<file path="config.mk">
export PLATFORM = sky130hd
export DESIGN_NAME = rom_dl_ctrl
export DESIGN_NICKNAME = d
export VERILOG_FILES = /design/src/rtl/williams2_pkg.sv /design/src/rtl/dl_wbuf.sv /design/src/rtl/rom_dl_ctrl.sv
export SDC_FILE = /design/constraint.sdc
export NUM_CORES = 1
export LEC_CHECK = 0
export ABC_CLOCK_PERIOD_IN_PS = 2000
export BUFFER_PORTS_ARGS = -buffer_cell sky130_fd_sc_hd__buf_2
export CORE_ASPECT_RATIO = 0.6
export CORE_MARGIN = 2
export CORE_UTILIZATION = 44
export DETAILED_ROUTE_END_ITERATION = 16
export GPL_TIMING_DRIVEN = 1
export PLACE_DENSITY = 0.82
export RECOVER_POWER = 100
export SYNTH_ARGS = -nofsm -noshare
export SYNTH_HDL_FRONTEND = slang
export SYNTH_SLANG_ARGS = --single-unit
</file>
<file path="constraint.sdc">
create_clock -name clock_12 -period 2 [get_ports clock_12]
set_clock_uncertainty 0.05 [all_clocks]
set_input_delay 0.1 -clock clock_12 [delete_from_list [all_inputs] [get_ports clock_12]]
set_output_delay 0.1 -clock clock_12 [all_outputs]
set_load 0.02 [all_outputs]
</file>
<file path="src/rtl/williams2_pkg.sv">
// Shared types and constants for the Williams2 ROM download path.
package williams2_pkg;

  localparam int unsigned DL_ADDR_W = 18;

  typedef enum logic [2:0] {
    WAIT_DL,
    LOAD,
    DRAIN,
    HOLD,
    RUN
  } dl_state_e;

  // Increment that sticks at all-ones instead of wrapping.
  function automatic logic [DL_ADDR_W-1:0] sat_inc(input logic [DL_ADDR_W-1:0] v);
    return (v == '1) ? v : v + 1'b1;
  endfunction

endpackage

</file>
<file path="src/rtl/dl_wbuf.sv">
// One-entry write buffer between the download stream and the shared memory port.
module dl_wbuf #(
  parameter int unsigned ADDR_W = 18,
  parameter int unsigned DATA_W = 8
) (
  input  logic              clk_i,
  input  logic              rst_i,
  input  logic              capture_i,
  input  logic              commit_i,
  input  logic [ADDR_W-1:0] addr_i,
  input  logic [DATA_W-1:0] data_i,
  output logic              valid_o,
  output logic [ADDR_W-1:0] addr_o,
  output logic [DATA_W-1:0] data_o
);

  logic              valid_q, valid_d;
  logic [ADDR_W-1:0] addr_q, addr_d;
  logic [DATA_W-1:0] data_q, data_d;

  // Capture wins over commit so a same-cycle commit and refill leaves the entry full.
  always_comb begin
    valid_d = valid_q;
    addr_d  = addr_q;
    data_d  = data_q;
    if (capture_i) begin
      valid_d = 1'b1;
      addr_d  = addr_i;
      data_d  = data_i;
    end else if (commit_i) begin
      valid_d = 1'b0;
    end
  end

  // Buffer registers; reset discards any pending byte.
  always_ff @(posedge clk_i) begin
    if (rst_i) begin
      valid_q <= 1'b0;
      addr_q  <= '0;
      data_q  <= '0;
    end else begin
      valid_q <= valid_d;
      addr_q  <= addr_d;
      data_q  <= data_d;
    end
  end

  assign valid_o = valid_q;
  assign addr_o  = addr_q;
  assign data_o  = data_q;

endmodule

</file>
<file path="src/rtl/rom_dl_ctrl.sv">
// ROM download sequencer: holds the game board in reset while an image loads,
// feeds download bytes into the shared memory port behind game reads, and
// reports the byte count plus a sticky error for bad images.
module rom_dl_ctrl
  import williams2_pkg::*;
#(
  parameter logic [15:0]          ROM_INDEX      = 16'd0,
  parameter logic [DL_ADDR_W-1:0] EXPECTED_BYTES = 18'h2C000,
  parameter int unsigned          RELEASE_CYCLES = 16
) (
  input  logic                 clock_12,
  input  logic                 reset,
  input  logic                 dl_active,
  input  logic                 dl_wr,
  input  logic [DL_ADDR_W-1:0] dl_addr,
  input  logic [7:0]           dl_data,
  input  logic [15:0]          dl_index,
  output logic                 dl_wait,
  input  logic                 game_rd,
  input  logic [DL_ADDR_W-1:0] game_addr,
  output logic [DL_ADDR_W-1:0] mem_addr,
  output logic [7:0]           mem_data,
  output logic                 mem_we,
  output logic                 cpu_reset,
  output logic                 load_done,
  output logic                 load_err,
  output logic [DL_ADDR_W-1:0] byte_count
);

  localparam logic [7:0] REL_INIT = 8'(RELEASE_CYCLES);

  dl_state_e            state_q, state_d;
  logic [7:0]           rel_cnt_q, rel_cnt_d;
  logic                 cpu_reset_q, cpu_reset_d;
  logic                 load_done_q, load_done_d;
  logic                 load_err_q, load_err_d;
  logic [DL_ADDR_W-1:0] byte_count_q, byte_count_d;

  logic                 buf_valid;
  logic [DL_ADDR_W-1:0] buf_addr;
  logic [7:0]           buf_data;

  logic idx_match;
  logic commit;
  logic blocked;
  logic strobe;
  logic in_range;
  logic capture;

  assign idx_match = (dl_index == ROM_INDEX);
  assign commit    = buf_valid && !game_rd;
  assign blocked   = buf_valid && game_rd;
  assign strobe    = dl_wr && idx_match && (state_q == LOAD);
  assign in_range  = (dl_addr < EXPECTED_BYTES);
  assign capture   = strobe && in_range && !blocked;

  dl_wbuf #(
    .ADDR_W(DL_ADDR_W),
    .DATA_W(8)
  ) u_wbuf (
    .clk_i    (clock_12),
    .rst_i    (reset),
    .capture_i(capture),
    .commit_i (commit),
    .addr_i   (dl_addr),
    .data_i   (dl_data),
    .valid_o  (buf_valid),
    .addr_o   (buf_addr),
    .data_o   (buf_data)
  );

  // Next-state, counters and status flags.
  always_comb begin
    state_d      = state_q;
    rel_cnt_d    = rel_cnt_q;
    cpu_reset_d  = cpu_reset_q;
    load_done_d  = load_done_q;
    load_err_d   = load_err_q;
    byte_count_d = byte_count_q;
    unique case (state_q)
      WAIT_DL, RUN: begin
        if (dl_active && idx_match) begin
          state_d      = LOAD;
          cpu_reset_d  = 1'b1;
          load_done_d  = 1'b0;
          load_err_d   = 1'b0;
          byte_count_d = '0;
        end
      end
      LOAD: begin
        if (strobe) begin
          if (capture) byte_count_d = sat_inc(byte_count_q);
          else         load_err_d   = 1'b1;
        end
        if (!dl_active) state_d = DRAIN;
      end
      DRAIN: begin
        // Leave as soon as the buffer is empty after this edge, so the release
        // delay counts from the final commit rather than one cycle later.
        if (!buf_valid || commit) begin
          state_d   = HOLD;
          rel_cnt_d = REL_INIT;
        end
      end
      HOLD: begin
        rel_cnt_d = rel_cnt_q - 8'd1;
        if (rel_cnt_q <= 8'd1) begin
          state_d     = RUN;
          cpu_reset_d = 1'b0;
          load_done_d = 1'b1;
          if (byte_count_q != EXPECTED_BYTES) load_err_d = 1'b1;
        end
      end
      default: state_d = WAIT_DL;
    endcase
  end

  // State and status registers.
  always_ff @(posedge clock_12) begin
    if (reset) begin
      state_q      <= WAIT_DL;
      rel_cnt_q    <= '0;
      cpu_reset_q  <= 1'b1;
      load_done_q  <= 1'b0;
      load_err_q   <= 1'b0;
      byte_count_q <= '0;
    end else begin
      state_q      <= state_d;
      rel_cnt_q    <= rel_cnt_d;
      cpu_reset_q  <= cpu_reset_d;
      load_done_q  <= load_done_d;
      load_err_q   <= load_err_d;
      byte_count_q <= byte_count_d;
    end
  end

  assign mem_we     = commit;
  assign dl_wait    = blocked;
  assign mem_addr   = game_rd ? game_addr : buf_addr;
  assign mem_data   = buf_data;
  assign cpu_reset  = cpu_reset_q;
  assign load_done  = load_done_q;
  assign load_err   = load_err_q;
  assign byte_count = byte_count_q;

endmodule

</file>
==> results.md <==
* Dpl hpwl at between 6000 and 7000 um
* Total die area at around 0.0075 mm2
* Reg area at around 0.0012 mm2
* Area of the multi-input gates at about 0.0020 mm2
* Vias/cell at around 6.4
* Max Buffers Root-to-Sink at 2
* CORE AREA at between 0.006 and 0.007 mm2
* Area delta synth->final at 63.8%
* Starting DRT DRC Count at 647
* Via Count at between 4000 and 5000
* Max-slew violation count at 0
* Syn Area/Cell at ~8.3 um2
* Max Fclk at 446 MHz
* Req. time, crit path at 2.20 ns
* Failing checks: negative setup slack
* DRC errors left at 0
* Top cells by area, synth: dfxtp_1 (40%), nand2_1 (9.3%), a21oi_1 (7.9%)
* DR WL/cell at between 20 and 25 um
* Post-Layout Cell Count at between 600 and 700
* EDFF count, synth at 0
* Share of layout cells above drive strength 1 at 43.2%
* FFs w/ async S/R, synth at 0%
* Top_reg_cell synth: dfxtp_1
* Post-Route WL at about 14000 um
* Placed Area at roughly 0.0039 mm2
* Mapped Cells at roughly 360
* PnR worst setup slack at -0.242 ns
* Placed cell count at a little under 600
* Yosys cell types at 50
* TNS Setup at -6.15 ns
* Clock transition at path regs at around 0.060 ns
* Largest net degree at the start of global routing at 28
* CTS Sinks at 59
* NumNets Final at between 600 and 700
* Arrival @ worst endpoint at 2.44 ns
* Seq/Total Area, Yosys at 39.5%
* Antenna Cells at 0
* Final-report hold violation count at 0
* Htree depth at 3
* Post-Syn Area at ~0.0030 mm2
* Die span in y at roughly 68 um
* Worst-path cell chain: or3b_4, buf_6, a211oi_4, buf_4, and3_4, clkbuf_16, nand2_1, a21oi_1
* Slew margin rel. at between 60% and 70%
* Clk_lat worst skew at approximately 0.33 ns
* Crit Path Max Fanout at 6
* Post-synthesis register bit count at 59
* Pwr Total at 3.12 mW
* Overflow after GRT at 0
* Crit path buf inv count at 3
* Hold slack at about 0.054 ns
* Status: finished, violations left
* Clock root buffer: clkbuf_16
* Post-Place Setup Slack at -0.102 ns
* Cell accounting for the most synthesized area: dfxtp_1
* Worst Setup Start Kind: flip-flop
* Worst-margin pin slew at roughly 0.53 ns
* Period minus WS final at about 2.2 ns
* Max incr delay on CP at 0.43 ns
* YS warnings at 0
* Worst path slowest cell: or3b_4
* First-pass GRT wire length at about 16000 um
* Port Buf Inserts at approximately 110
* Fillers at 419
* CP Capture Type: flip-flop
* Rows at 23
* RSZ-0062 raised after global routing: yes
* Setup violators final at 47
* PD cells at between 600 and 700 mW/mm2
* Top-count cell post-synth: nand2_1
* GR Util All Layers at a little over a quarter
* Core Util, Final at 74.0%
* Max_cap viols at 0
* Antenna violations before repair at 0
* Worst min-delay path category: input pin to flip-flop
* Leading cell types by count after synthesis: nand2_1 (74), dfxtp_1 (59), a21oi_1 (47), mux2_2 (18), nand3_1 (17)
* DRT antenna net count at 0
* Final Cycle Share at 112%
* Syn_nets at approximately 430
* LEAKAGE at between 1.5 and 2 nW
* Initial Utilization at 45.2%
* CP top delay family: simple AND/OR/NAND/NOR gates
* TritonRoute pass-1 iters at 7
* Vias in the first global route at roughly 3400
* TritonCTS clock tree: built
* TritonCTS buffer count at 9
* Crit path kind: flip-flop to flip-flop
* Share of Yosys cell area claimed by the top area cell type at approximately two fifths
* Fin area at 0.00490 mm2
* Chip Width at approximately 110 um
* Peak supply drop at 0.491 mV
* IO Count at around 110
* GPL Wtd Cong at 0.925
[final cells by class]
class / instances / area share, %
tap: 87 / 2.22
clock inverter: 5 / 1.07
sequential: 59 / 24.3
timing repair buffer: 191 / 25.8
clock buffer: 11 / 4.96
inverter: 8 / 0.613
multi-input combinational: 275 / 41.1
[per-layer routing]
metal	wire length (um)	up-vias	global-route usage (%)
li1	-	1692	-
met1	5240	1871	33.1
met2	6260	387	45.2
met3	1640	130	8.68
met4	971	0	12.2
met5	0	-	0
[kinds of logic after synthesis]
kind of cell / after synthesis / synth area share [%]
compound gates: 89 / 20.2
mux: 19 / 7.12
fa+ha+maj: 4 / 1.67
buf+inv: 30 / 4.81
flops: 59 / 39.5
simple gates: 161 / 26.7
[report_power, final]
group	leakage [nW]	total [mW]	switching, mW	internal, mW
clock	0.145	1.56	0.571	0.991
sequential	0.478	1.19	0.00687	1.18
combinational	1.24	0.372	0.203	0.170
[tightest hold or removal path, delay by kind of cell]
kind | cells | cell delay [ns]
buf+inv | 1 | 0.16
simple gates | 1 | 0.08
compound gates | 1 | 0.05
[registers in the layout (all words and copies together) (netlist names)]
register	count
cpu_reset	1
u_wbuf.valid_o	1
byte_count	18
load_done	1
load_err	1
u_wbuf.data_o	8
state_q	3
u_wbuf.addr_o	18
rel_cnt_q	8
[worst paths after layout]
| kind | startpoint | to | slack, ns | depth (start not counted) |
|---|---|---|---|---|
| worst max-delay path | state_q[1] | u_wbuf.addr_o[14] | -0.24 | 8 |
| worst min-delay path | dl_addr[17] | u_wbuf.addr_o[17] | 0.05 | 3 |
| worst max register to register | state_q[1] | u_wbuf.addr_o[14] | -0.24 | 8 |
| worst min register to register | u_wbuf.data_o[0] | u_wbuf.data_o[0] | 0.41 | 2 |
[cell usage in the layout (no fill, tap or decap), drive strengths merged, types with 2 or more instances in the layout]
| cell | n |
|---|---|
| clkinv | 3 |
| nand3b | 2 |
| nor3 | 6 |
| a31oi | 2 |
| o41ai | 7 |
| o21ai | 4 |
| nor4b | 4 |
| clkbuf | 62 |
| a211oi | 4 |
| o311ai | 5 |
| o211ai | 12 |
| nor2 | 15 |
| dlygate4sd3 | 24 |
| dfxtp | 59 |
| nor2b | 3 |
| ha | 4 |
| or3 | 6 |
| nand2 | 74 |
| a21o | 2 |
| buf | 115 |
| nand3 | 19 |
| nor3b | 3 |
| and3 | 2 |
| or3b | 2 |
| or2 | 4 |
| nor4 | 5 |
| nand4 | 5 |
| a21oi | 47 |
| or4 | 7 |
| mux2 | 18 |
| and4 | 2 |
| inv | 8 |
[timing repair]
action / in CTS / in global routing
gates cloned: 1 / 5
hold buffers: 25 / 0
resized for setup: 13 / 79
setup endpoints to repair: 45 / 45
pin swaps: 4 / 40
hold endpoints to repair: 25 / 0
setup buffers: 1 / 8
Power figures use the tool's default switching activity.
